--- src/rtl/mac_dot_sequencer_pkg.sv ---
// Shared types and constants for the FP32 dot-product issue sequencer.
package mac_seq_pkg;

  localparam int DATA_W_DEF = 32;
  localparam logic [31:0] FP_ZERO = 32'h0000_0000;

  typedef enum logic [1:0] {
    IDLE,
    ISSUE,
    DRAIN,
    HOLD
  } state_e;

endpackage

--- src/rtl/mac_dot_sequencer_operand_fifo.sv ---
// Synchronous operand-pair FIFO. The read port is combinational from the head entry,
// but a freshly pushed pair only becomes visible through count on the following cycle.
module mac_operand_fifo #(
  parameter int WIDTH = 64,
  parameter int DEPTH = 16,
  localparam int PTR_W = $clog2(DEPTH),
  localparam int CNT_W = $clog2(DEPTH + 1)
) (
  input  logic             clk_i,
  input  logic             rst_ni,
  input  logic             push_i,
  input  logic [WIDTH-1:0] wdata_i,
  input  logic             pop_i,
  output logic [WIDTH-1:0] rdata_o,
  output logic             full_o,
  output logic             empty_o
);

  logic [WIDTH-1:0] mem_q [DEPTH];
  logic [PTR_W-1:0] wr_ptr_q, rd_ptr_q;
  logic [CNT_W-1:0] count_q, count_d;
  logic             do_push, do_pop;

  assign full_o  = (count_q == CNT_W'(DEPTH));
  assign empty_o = (count_q == '0);
  assign do_push = push_i && !full_o;
  assign do_pop  = pop_i && !empty_o;
  assign rdata_o = mem_q[rd_ptr_q];

  always_comb begin
    count_d = count_q;
    case ({do_push, do_pop})
      2'b10:   count_d = count_q + CNT_W'(1);
      2'b01:   count_d = count_q - CNT_W'(1);
      default: count_d = count_q;
    endcase
  end

  // DEPTH is a power of two, so the pointers wrap by plain overflow.
  always_ff @(posedge clk_i) begin
    if (!rst_ni) begin
      wr_ptr_q <= '0;
      rd_ptr_q <= '0;
      count_q  <= '0;
    end else begin
      if (do_push) wr_ptr_q <= wr_ptr_q + PTR_W'(1);
      if (do_pop)  rd_ptr_q <= rd_ptr_q + PTR_W'(1);
      count_q <= count_d;
    end
  end

  always_ff @(posedge clk_i) begin
    if (do_push) mem_q[wr_ptr_q] <= wdata_i;
  end

endmodule

--- src/rtl/mac_dot_sequencer.sv ---
// Issue-side sequencer: buffers operand pairs, streams a commanded number of them to the
// MAC, waits out the result latency and hands the captured dot product to the consumer.
module mac_dot_sequencer
  import mac_seq_pkg::*;
#(
  parameter int DATA_W  = DATA_W_DEF,
  parameter int DEPTH   = 16,
  parameter int RES_LAT = 12,
  localparam int CNT_W  = $clog2(DEPTH + 1),
  localparam int LAT_W  = (RES_LAT > 1) ? $clog2(RES_LAT) : 1
) (
  input  logic              clock_i,
  input  logic              resetn_i,
  input  logic              ld_valid_i,
  output logic              ld_ready_o,
  input  logic [DATA_W-1:0] ld_a_i,
  input  logic [DATA_W-1:0] ld_b_i,
  input  logic              cmd_valid_i,
  output logic              cmd_ready_o,
  input  logic [CNT_W-1:0]  cmd_len_i,
  output logic              mac_ivalid_o,
  output logic              mac_control_o,
  output logic [DATA_W-1:0] mac_dataA_o,
  output logic [DATA_W-1:0] mac_dataB_o,
  input  logic [DATA_W-1:0] mac_dataout_i,
  output logic              res_valid_o,
  input  logic              res_ready_i,
  output logic [DATA_W-1:0] res_data_o
);

  state_e              state_q, state_d;
  logic [CNT_W-1:0]    rem_q, rem_d;
  logic [LAT_W-1:0]    lat_q, lat_d;
  logic                first_q, first_d;
  logic                mac_ivalid_q, mac_ivalid_d;
  logic                mac_control_q, mac_control_d;
  logic [DATA_W-1:0]   mac_a_q, mac_a_d, mac_b_q, mac_b_d;
  logic                res_valid_q, res_valid_d;
  logic [DATA_W-1:0]   res_data_q, res_data_d;

  logic                fifo_pop, fifo_full, fifo_empty;
  logic [2*DATA_W-1:0] fifo_rdata;

  mac_operand_fifo #(
    .WIDTH (2 * DATA_W),
    .DEPTH (DEPTH)
  ) u_fifo (
    .clk_i   (clock_i),
    .rst_ni  (resetn_i),
    .push_i  (ld_valid_i),
    .wdata_i ({ld_a_i, ld_b_i}),
    .pop_i   (fifo_pop),
    .rdata_o (fifo_rdata),
    .full_o  (fifo_full),
    .empty_o (fifo_empty)
  );

  assign ld_ready_o    = !fifo_full;
  assign cmd_ready_o   = (state_q == IDLE);
  assign mac_ivalid_o  = mac_ivalid_q;
  assign mac_control_o = mac_control_q;
  assign mac_dataA_o   = mac_a_q;
  assign mac_dataB_o   = mac_b_q;
  assign res_valid_o   = res_valid_q;
  assign res_data_o    = res_data_q;

  always_comb begin
    state_d       = state_q;
    rem_d         = rem_q;
    lat_d         = lat_q;
    first_d       = first_q;
    mac_ivalid_d  = 1'b0;
    mac_control_d = 1'b0;
    mac_a_d       = mac_a_q;
    mac_b_d       = mac_b_q;
    res_valid_d   = res_valid_q;
    res_data_d    = res_data_q;
    fifo_pop      = 1'b0;
    case (state_q)
      IDLE: begin
        if (cmd_valid_i) begin
          rem_d   = cmd_len_i;
          first_d = 1'b1;
          if (cmd_len_i == '0) begin
            // An empty vector has nothing to drain; its dot product is +0.0.
            state_d     = HOLD;
            res_valid_d = 1'b1;
            res_data_d  = FP_ZERO[DATA_W-1:0];
          end else begin
            state_d = ISSUE;
          end
        end
      end
      ISSUE: begin
        if (!fifo_empty) begin
          fifo_pop      = 1'b1;
          mac_ivalid_d  = 1'b1;
          mac_control_d = first_q;
          mac_a_d       = fifo_rdata[2*DATA_W-1:DATA_W];
          mac_b_d       = fifo_rdata[DATA_W-1:0];
          first_d       = 1'b0;
          rem_d         = rem_q - CNT_W'(1);
          if (rem_q == CNT_W'(1)) begin
            state_d = DRAIN;
            lat_d   = LAT_W'(RES_LAT - 1);
          end
        end
      end
      DRAIN: begin
        if (lat_q == '0) begin
          res_data_d  = mac_dataout_i;
          res_valid_d = 1'b1;
          state_d     = HOLD;
        end else begin
          lat_d = lat_q - LAT_W'(1);
        end
      end
      HOLD: begin
        if (res_ready_i) begin
          res_valid_d = 1'b0;
          state_d     = IDLE;
        end
      end
      default: state_d = IDLE;
    endcase
  end

  always_ff @(posedge clock_i) begin
    if (!resetn_i) begin
      state_q       <= IDLE;
      rem_q         <= '0;
      lat_q         <= '0;
      first_q       <= 1'b0;
      mac_ivalid_q  <= 1'b0;
      mac_control_q <= 1'b0;
      mac_a_q       <= '0;
      mac_b_q       <= '0;
      res_valid_q   <= 1'b0;
      res_data_q    <= '0;
    end else begin
      state_q       <= state_d;
      rem_q         <= rem_d;
      lat_q         <= lat_d;
      first_q       <= first_d;
      mac_ivalid_q  <= mac_ivalid_d;
      mac_control_q <= mac_control_d;
      mac_a_q       <= mac_a_d;
      mac_b_q       <= mac_b_d;
      res_valid_q   <= res_valid_d;
      res_data_q    <= res_data_d;
    end
  end

endmodule

--- config.mk ---
export PLATFORM = sky130hd
export DESIGN_NAME = mac_dot_sequencer
export DESIGN_NICKNAME = d
export VERILOG_FILES = /design/src/rtl/mac_dot_sequencer_pkg.sv /design/src/rtl/mac_dot_sequencer_operand_fifo.sv /design/src/rtl/mac_dot_sequencer.sv
export SDC_FILE = /design/constraint.sdc
export NUM_CORES = 1
export LEC_CHECK = 0
export ABC_CLOCK_PERIOD_IN_PS = 10600
export BUFFER_PORTS_ARGS = -buffer_cell sky130_fd_sc_hd__buf_2
export CORE_MARGIN = 2
export CORE_UTILIZATION = 30
export DETAILED_ROUTE_END_ITERATION = 16
export PLACE_DENSITY_LB_ADDON = 0.25
export SYNTH_ARGS = -nofsm -noshare
export SYNTH_HDL_FRONTEND = slang
export SYNTH_SLANG_ARGS = --single-unit
--- constraint.sdc ---
create_clock -name clock_i -period 10.6 [get_ports clock_i]
set_clock_uncertainty 0.1 [all_clocks]
set_input_delay 1.06 -clock clock_i [delete_from_list [all_inputs] [get_ports clock_i]]
set_output_delay 1.06 -clock clock_i [all_outputs]
set_load 0.1 [all_outputs]
==> results.toml, run 1 <==
[setup_path]
cp.arrival_ns = 4.36
path_buf_inv = 2
path_max_fanout = 31
crit_family = "simple AND/OR/NAND/NOR gates"
end_kind = "flip-flop"
timing.rr.start = "u_fifo.count_q[1]$_SDFFE_PN0P_"
path_cells = "or4_1 -> o21ai_4 -> buf_4 -> inv_2 -> ha_1 -> xor2_1 -> ha_1 -> a21oi_1 -> xor2_1 -> or3_1 -> a21oi_1"
crit_path_start_kind = "flip-flop"
worstPathRequired_ns = 11.16
crit_slowest_cell = "or4_1"
crit_path_start = "u_fifo.count_q[1]$_SDFFE_PN0P_"
cp_slowest_stage_delay_ns = 0.71
crit_type = "reg -> reg"

[die]
fp.dieArea_um2 = 149000
core_area_um2 = 145000
start_util = 0.302
num_rows = 140
ioPinCount = 207
die_w_um = 386
fp.dieH_um = 386

[synth]
postSynth.asyncResetShare = 0
ys_seq_elements = 1148
synth_area_um2 = 43800
ys.flop_type = "edfxtp_1"
netlist_instances = 2076
syn_nets = 2199
synth_edf_count = 1024
yosys_warnings = 0
synth_cell_types = 59
yosysSeqAreaShare = 0.759
syn_avg_cell_area_um2 = 21.1

[clocking]
post_cts_resized = 0
hold_buffers = 0
htree_levels = 3
clock_latency_ns = 0.75
path_clk_slew_ns = 0.06
cts_tree = "yes"
post_cts_buffers = 0
cts-root-buf = "clkbuf_16"
numCtsBuffers = 119
cts_buffer_depth = 3
cts_num_sinks = 1148

[drt]
drcViolationCount = 0
first_pass_iters = 5
drtIter0Drc = 1533
wire_per_inst_um = 24.4
via_per_inst = 4.88
routed_wl_um = 106000
ant_nets = 0
num_vias = 21200

[pwr]
leakage_uw = 0.0161
p_per_area_nw_per_um2 = 232
ir_drop_v = 0.000155

[placed_design]
gp_congestion = 0.749
port_buffers = 206
pre_cts_ws_ns = 6.31
dpl_cell_area_um2 = 47100
dp_cells = 4117
hpwl_um = 56400

[cells_and_area]
nNetsFinal = 2444
drive_gt1_frac = 0.311
final_cells = 4347
nFillCells = 13300
stdcell_area_um2 = 51400
areaGrowthSynthToFinish_pct = 17.4
final_common_cell = "edfxtp_1"
final_cell_mix = "1024 x edfxtp_1, 256 x mux4_2, 205 x buf_2"

[timing]
holdWs_ns = 0.359
setup_slack_ns = 6.80
tightest_slew_ns = 1.26
final-max-slew-violation-count = 0
fin_crit_ns = 3.80
timing.final.crit_share = 0.358
finalSetupViolCount = 0
max_freq_ghz = 0.263
finalHoldViolations = 0
tns_ns = 0
rsz0062_at_grt = "false"
relSlewSlack = 0.160

[hold_path]
hp-start = "res_data_o[30]$_SDFFE_PN0P_"
hold_path_class = "reg -> reg"

[job]
maxCapViolCount = 0

[run_status]
status = "finished clean"

[global_routing]
grt_start_max_net_pins = 165
grt_pass1_wl_um = 153000
track_usage = 0.141
antenna_found_initial = 25
grt_pass1_vias = 22400
grt-ovfl-total = 0
[layout make-up]
| cell class | count | area, µm² | area share |
|---|---|---|---|
| clock inverter | 72 | 938 | 0.0183 |
| clock buffer | 156 | 3320 | 0.0646 |
| multi-input combinational | 785 | 10000 | 0.195 |
| tap | 1917 | 2400 | 0.0467 |
| sequential | 1148 | 33200 | 0.647 |
| antenna | 2 | 5.00 | 0.0000974 |
| timing repair buffer | 251 | 1410 | 0.0275 |
| inverter | 16 | 60.1 | 0.00117 |
[path summary, 6_finish.rpt]
kind	end	slack, ns	depth (start not counted)
max	u_fifo.count_q[2]$_SDFFE_PN0P_	6.80	11
min	res_data_o[30]$_SDFFE_PN0P_	0.36	2
max reg2reg	u_fifo.count_q[2]$_SDFFE_PN0P_	6.80	11
min reg2reg	res_data_o[30]$_SDFFE_PN0P_	0.36	2
[through the flow]
step | power (µW) | util
final | 11900 | 0.354
after global routing | 12400 | 0.354
after CTS | 12100 | 0.354
after detailed placement | 7640 | 0.325
after global placement | 7600 | 0.325
after floorplan | 7090 | -
[sequential cells by signal (all words and copies together), names as in the netlist]
signal           flops
mac_control_o        1
mac_ivalid_o         1
mac_dataB_o         32
res_valid_o          1
mac_dataA_o         32
u_fifo.mem_q      1024
u_fifo.wr_ptr_q      4
u_fifo.count_q       5
lat_q                4
res_data_o          32
first_q              1
state_q              2
rem_q                5
u_fifo.rd_ptr_q      4
[worst min-delay path, delay by kind of cell (launching register included)]
family           cells  cell delay (ns)
multiplexers         1             0.06
AND/OR/NAND/NOR      1             0.05
flip-flops           1             0.30
[metal layers]
| layer | track usage | up-vias | routed length (µm) |
|---|---|---|---|
| met5 | 0 | - | 180 |
| met1 | 0.183 | 11300 | 45000 |
| met2 | 0.232 | 551 | 51200 |
| met4 | 0.0408 | 30 | 2290 |
| met3 | 0.0343 | 185 | 7120 |
| li1 | - | 9150 | - |
[logic make-up after synthesis]
kind of cell | synth area share
simple gates | 0.0256
fa+ha+maj | 0.00486
xor+xnor | 0.00180
flops | 0.759
compound gates | 0.0242
mux | 0.170
buf+inv | 0.0151
[cells in the mapped netlist (2+ instances only)]
cell	instances	area, µm²
mux2_2	2	22.5
and3_1	2	12.5
ha_1	17	213
nor3b_1	2	15.0
nor3_1	5	25.0
nand2b_1	7	43.8
or4_1	3	22.5
dfxtp_1	124	2480
mux4_2	256	5770
or2_2	2	12.5
a211o_1	4	35.0
a21oi_1	14	70.1
or3b_2	2	17.5
o21ai_0	3	15.0
or3_1	5	31.3
o211a_1	2	20.0
o221ai_1	44	385
nand4_1	2	12.5
buf_4	6	45.0
nor2b_1	5	31.3
o211ai_1	4	30.0
buf_1	8	30.0
o221ai_2	20	300
buf_2	38	190
clkbuf_1	68	255
nand3_1	106	531
inv_1	14	52.6
nand3b_1	2	15.0
o32ai_1	5	43.8
edfxtp_1	1024	30700
xor2_1	7	61.3
nor2_1	32	120
xnor2_1	2	17.5
nand2_1	45	169
buf_6	7	78.8
mux2i_1	164	1640
[power breakdown]
part | internal, µW | switching, µW | leakage, µW
clock network | 2680 | 1770 | 0.00208
logic | 813 | 1390 | 0.00379
registers | 5130 | 160 | 0.0103
total | 8620 | 3320 | 0.0161
Note: power is estimated with default switching activity, not from simulation.
==> run 2: changes to the inputs <==
Settings changed: ABC_CLOCK_PERIOD_IN_PS 10600 to 3400.
Clock period 10.6 ns to 3.4 ns, I/O delays scaled along.
==> run 2 against run 1 <==
Routed wire length rose by 2.2%. Flip-flop and latch count did not move. First-iteration DRC count fell by 8.0%. Fmax rose by 22%. Clock power rose to 3.0 times the previous value. Utilization rose by 1.5 points. Non-clock buffer count rose by 189. Register-to-register slack got worse by 6.5 ns. Critical path type unchanged. Critical endpoint unchanged.
==> results.toml, run 2 (synthesized netlist as in run 1, its figures left out) <==
[placed_design]
port_buffers = 206
dpl_cell_area_um2 = 47800
hpwl_um = 60200
gp_congestion = 0.751

[setup_path]
path_buf_inv = 1
crit_type = "reg -> reg"
path_max_fanout = 10
cp.arrival_ns = 3.67
crit_slowest_cell = "or4_1"
crit_path_start_kind = "flip-flop"
end_kind = "flip-flop"
worstPathRequired_ns = 3.96
path_cells = "or4_1 -> o21ai_4 -> inv_2 -> ha_1 -> xor2_1 -> ha_1 -> a21oi_1 -> xor2_1 -> or3_1 -> a21oi_1"
crit_family = "simple AND/OR/NAND/NOR gates"
cp_slowest_stage_delay_ns = 0.61

[die]
num_rows = 140
fp.dieH_um = 386
die_w_um = 386
core_area_um2 = 145000
fp.dieArea_um2 = 149000
start_util = 0.302
ioPinCount = 207

[cells_and_area]
largest_register_ffs = 1024
areaGrowthSynthToFinish_pct = 22.3
final_cell_mix = "1024 x edfxtp_1, 256 x mux4_2, 205 x buf_2"
nNetsFinal = 2631
nFillCells = 13200
final_common_cell = "edfxtp_1"
seq_area_um2 = 33200
largest-register = "u_fifo.mem_q"
drive_gt1_frac = 0.302
multi_input_area_um2 = 10100
stdcell_area_um2 = 53500

[timing]
holdWs_ns = 0.364
fin_crit_ns = 3.11
relSlewSlack = 0.522
final-max-slew-violation-count = 0
tightest_slew_ns = 0.715
finalSetupViolCount = 0
timing.final.crit_share = 0.914
max_freq_ghz = 0.322
tns_ns = 0
finalHoldViolations = 0
rsz0062_at_grt = "false"

[global_routing]
track_usage = 0.145
grt_pass1_vias = 23500
antenna_found_initial = 11
grt-ovfl-total = 0
grt_start_max_net_pins = 79
grt_pass1_wl_um = 159000

[pwr]
p_per_area_nw_per_um2 = 695
ir_drop_v = 0.000481
leakage_uw = 0.0170
power.total_uw = 37200

[clocking]
cts_num_sinks = 1148
htree_levels = 3
clock_latency_ns = 0.76
cts_buffer_depth = 3
cts-root-buf = "clkbuf_16"
cts_tree = "yes"
numCtsBuffers = 117
post_cts_buffers = 0
path_clk_slew_ns = 0.07

[job]
maxCapViolCount = 0

[drt]
drcViolationCount = 0
num_vias = 22000
via_per_inst = 4.85
ant_nets = 0
first_pass_iters = 4
routed_wl_um = 108000
wire_per_inst_um = 23.9
drtIter0Drc = 1411

[hold_path]
hold_path_class = "reg -> reg"

[run_status]
status = "finished clean"
[run 2: changes by cell type in the layout (fill, tap and decap cells not counted), moves of 4 or more]
cell / change
bufinv_16: -7
clkinv_16: +4
buf_12: +34
nor3_2: -4
clkinv_1: -10
clkbuf_4: +4
dlygate4sd3_1: +160
nor3_4: +4
clkbuf_16: -5
buf_4: -5
clkbuf_8: +6
[run 2: worst register-to-register path: cells and delay by family, from the launching register on]
family / cells / cell delay, ns
simple gates: 2 / 0.98
fa+ha+maj: 2 / 0.58
compound gates: 3 / 0.53
flops: 1 / 0.42
xor+xnor: 2 / 0.33
buf+inv: 1 / 0.10
[run 2: worst paths after layout]
check | slack [ns] | endpoint | startpoint | cells after the start
max | 0.29 | u_fifo.count_q[2]$_SDFFE_PN0P_ | u_fifo.count_q[1]$_SDFFE_PN0P_ | 10
max reg2reg | 0.29 | u_fifo.count_q[2]$_SDFFE_PN0P_ | u_fifo.count_q[1]$_SDFFE_PN0P_ | 10
min | 0.36 | rem_q[1]$_SDFFE_PN0P_ | rem_q[1]$_SDFFE_PN0P_ | 2
min reg2reg | 0.36 | rem_q[1]$_SDFFE_PN0P_ | rem_q[1]$_SDFFE_PN0P_ | 2
[run 2: report_power, final]
part	switching, µW	internal [µW]
sequential	427	16000
combinational	4550	2870
clock	5560	7790
[run 2: what timing repair did]
action / 4_1_cts / 5_1_grt
setup endpoints to repair: 0 / 1
gates resized for setup: 0 / 1
hold buffers: 160 / 0
hold endpoints to repair: 1070 / 0
[run 2: area by class of cell]
class	count	area share
sequential	1148	0.621
multi-input combinational	785	0.188
timing repair buffer	440	0.0683
clock buffer	160	0.0617
tap	1917	0.0448
clock inverter	64	0.0152
inverter	16	0.00112
antenna	5	0.000234
[run 2: layer usage]
layer  track usage  wire (µm)
met4        0.0320       1550
met3        0.0322       5690
met2         0.243      52900
met1         0.193      47900
met5             0         73
[run 2: metrics by stage]
stage,worst slack (ns),instances,util
finish,0.291,4535,0.369
global route,0.125,4533,0.369
CTS,0.345,4530,0.369
detailed placement,0.364,4146,0.329
global placement,0.509,4146,0.329
floorplan,-0.999,2076,-
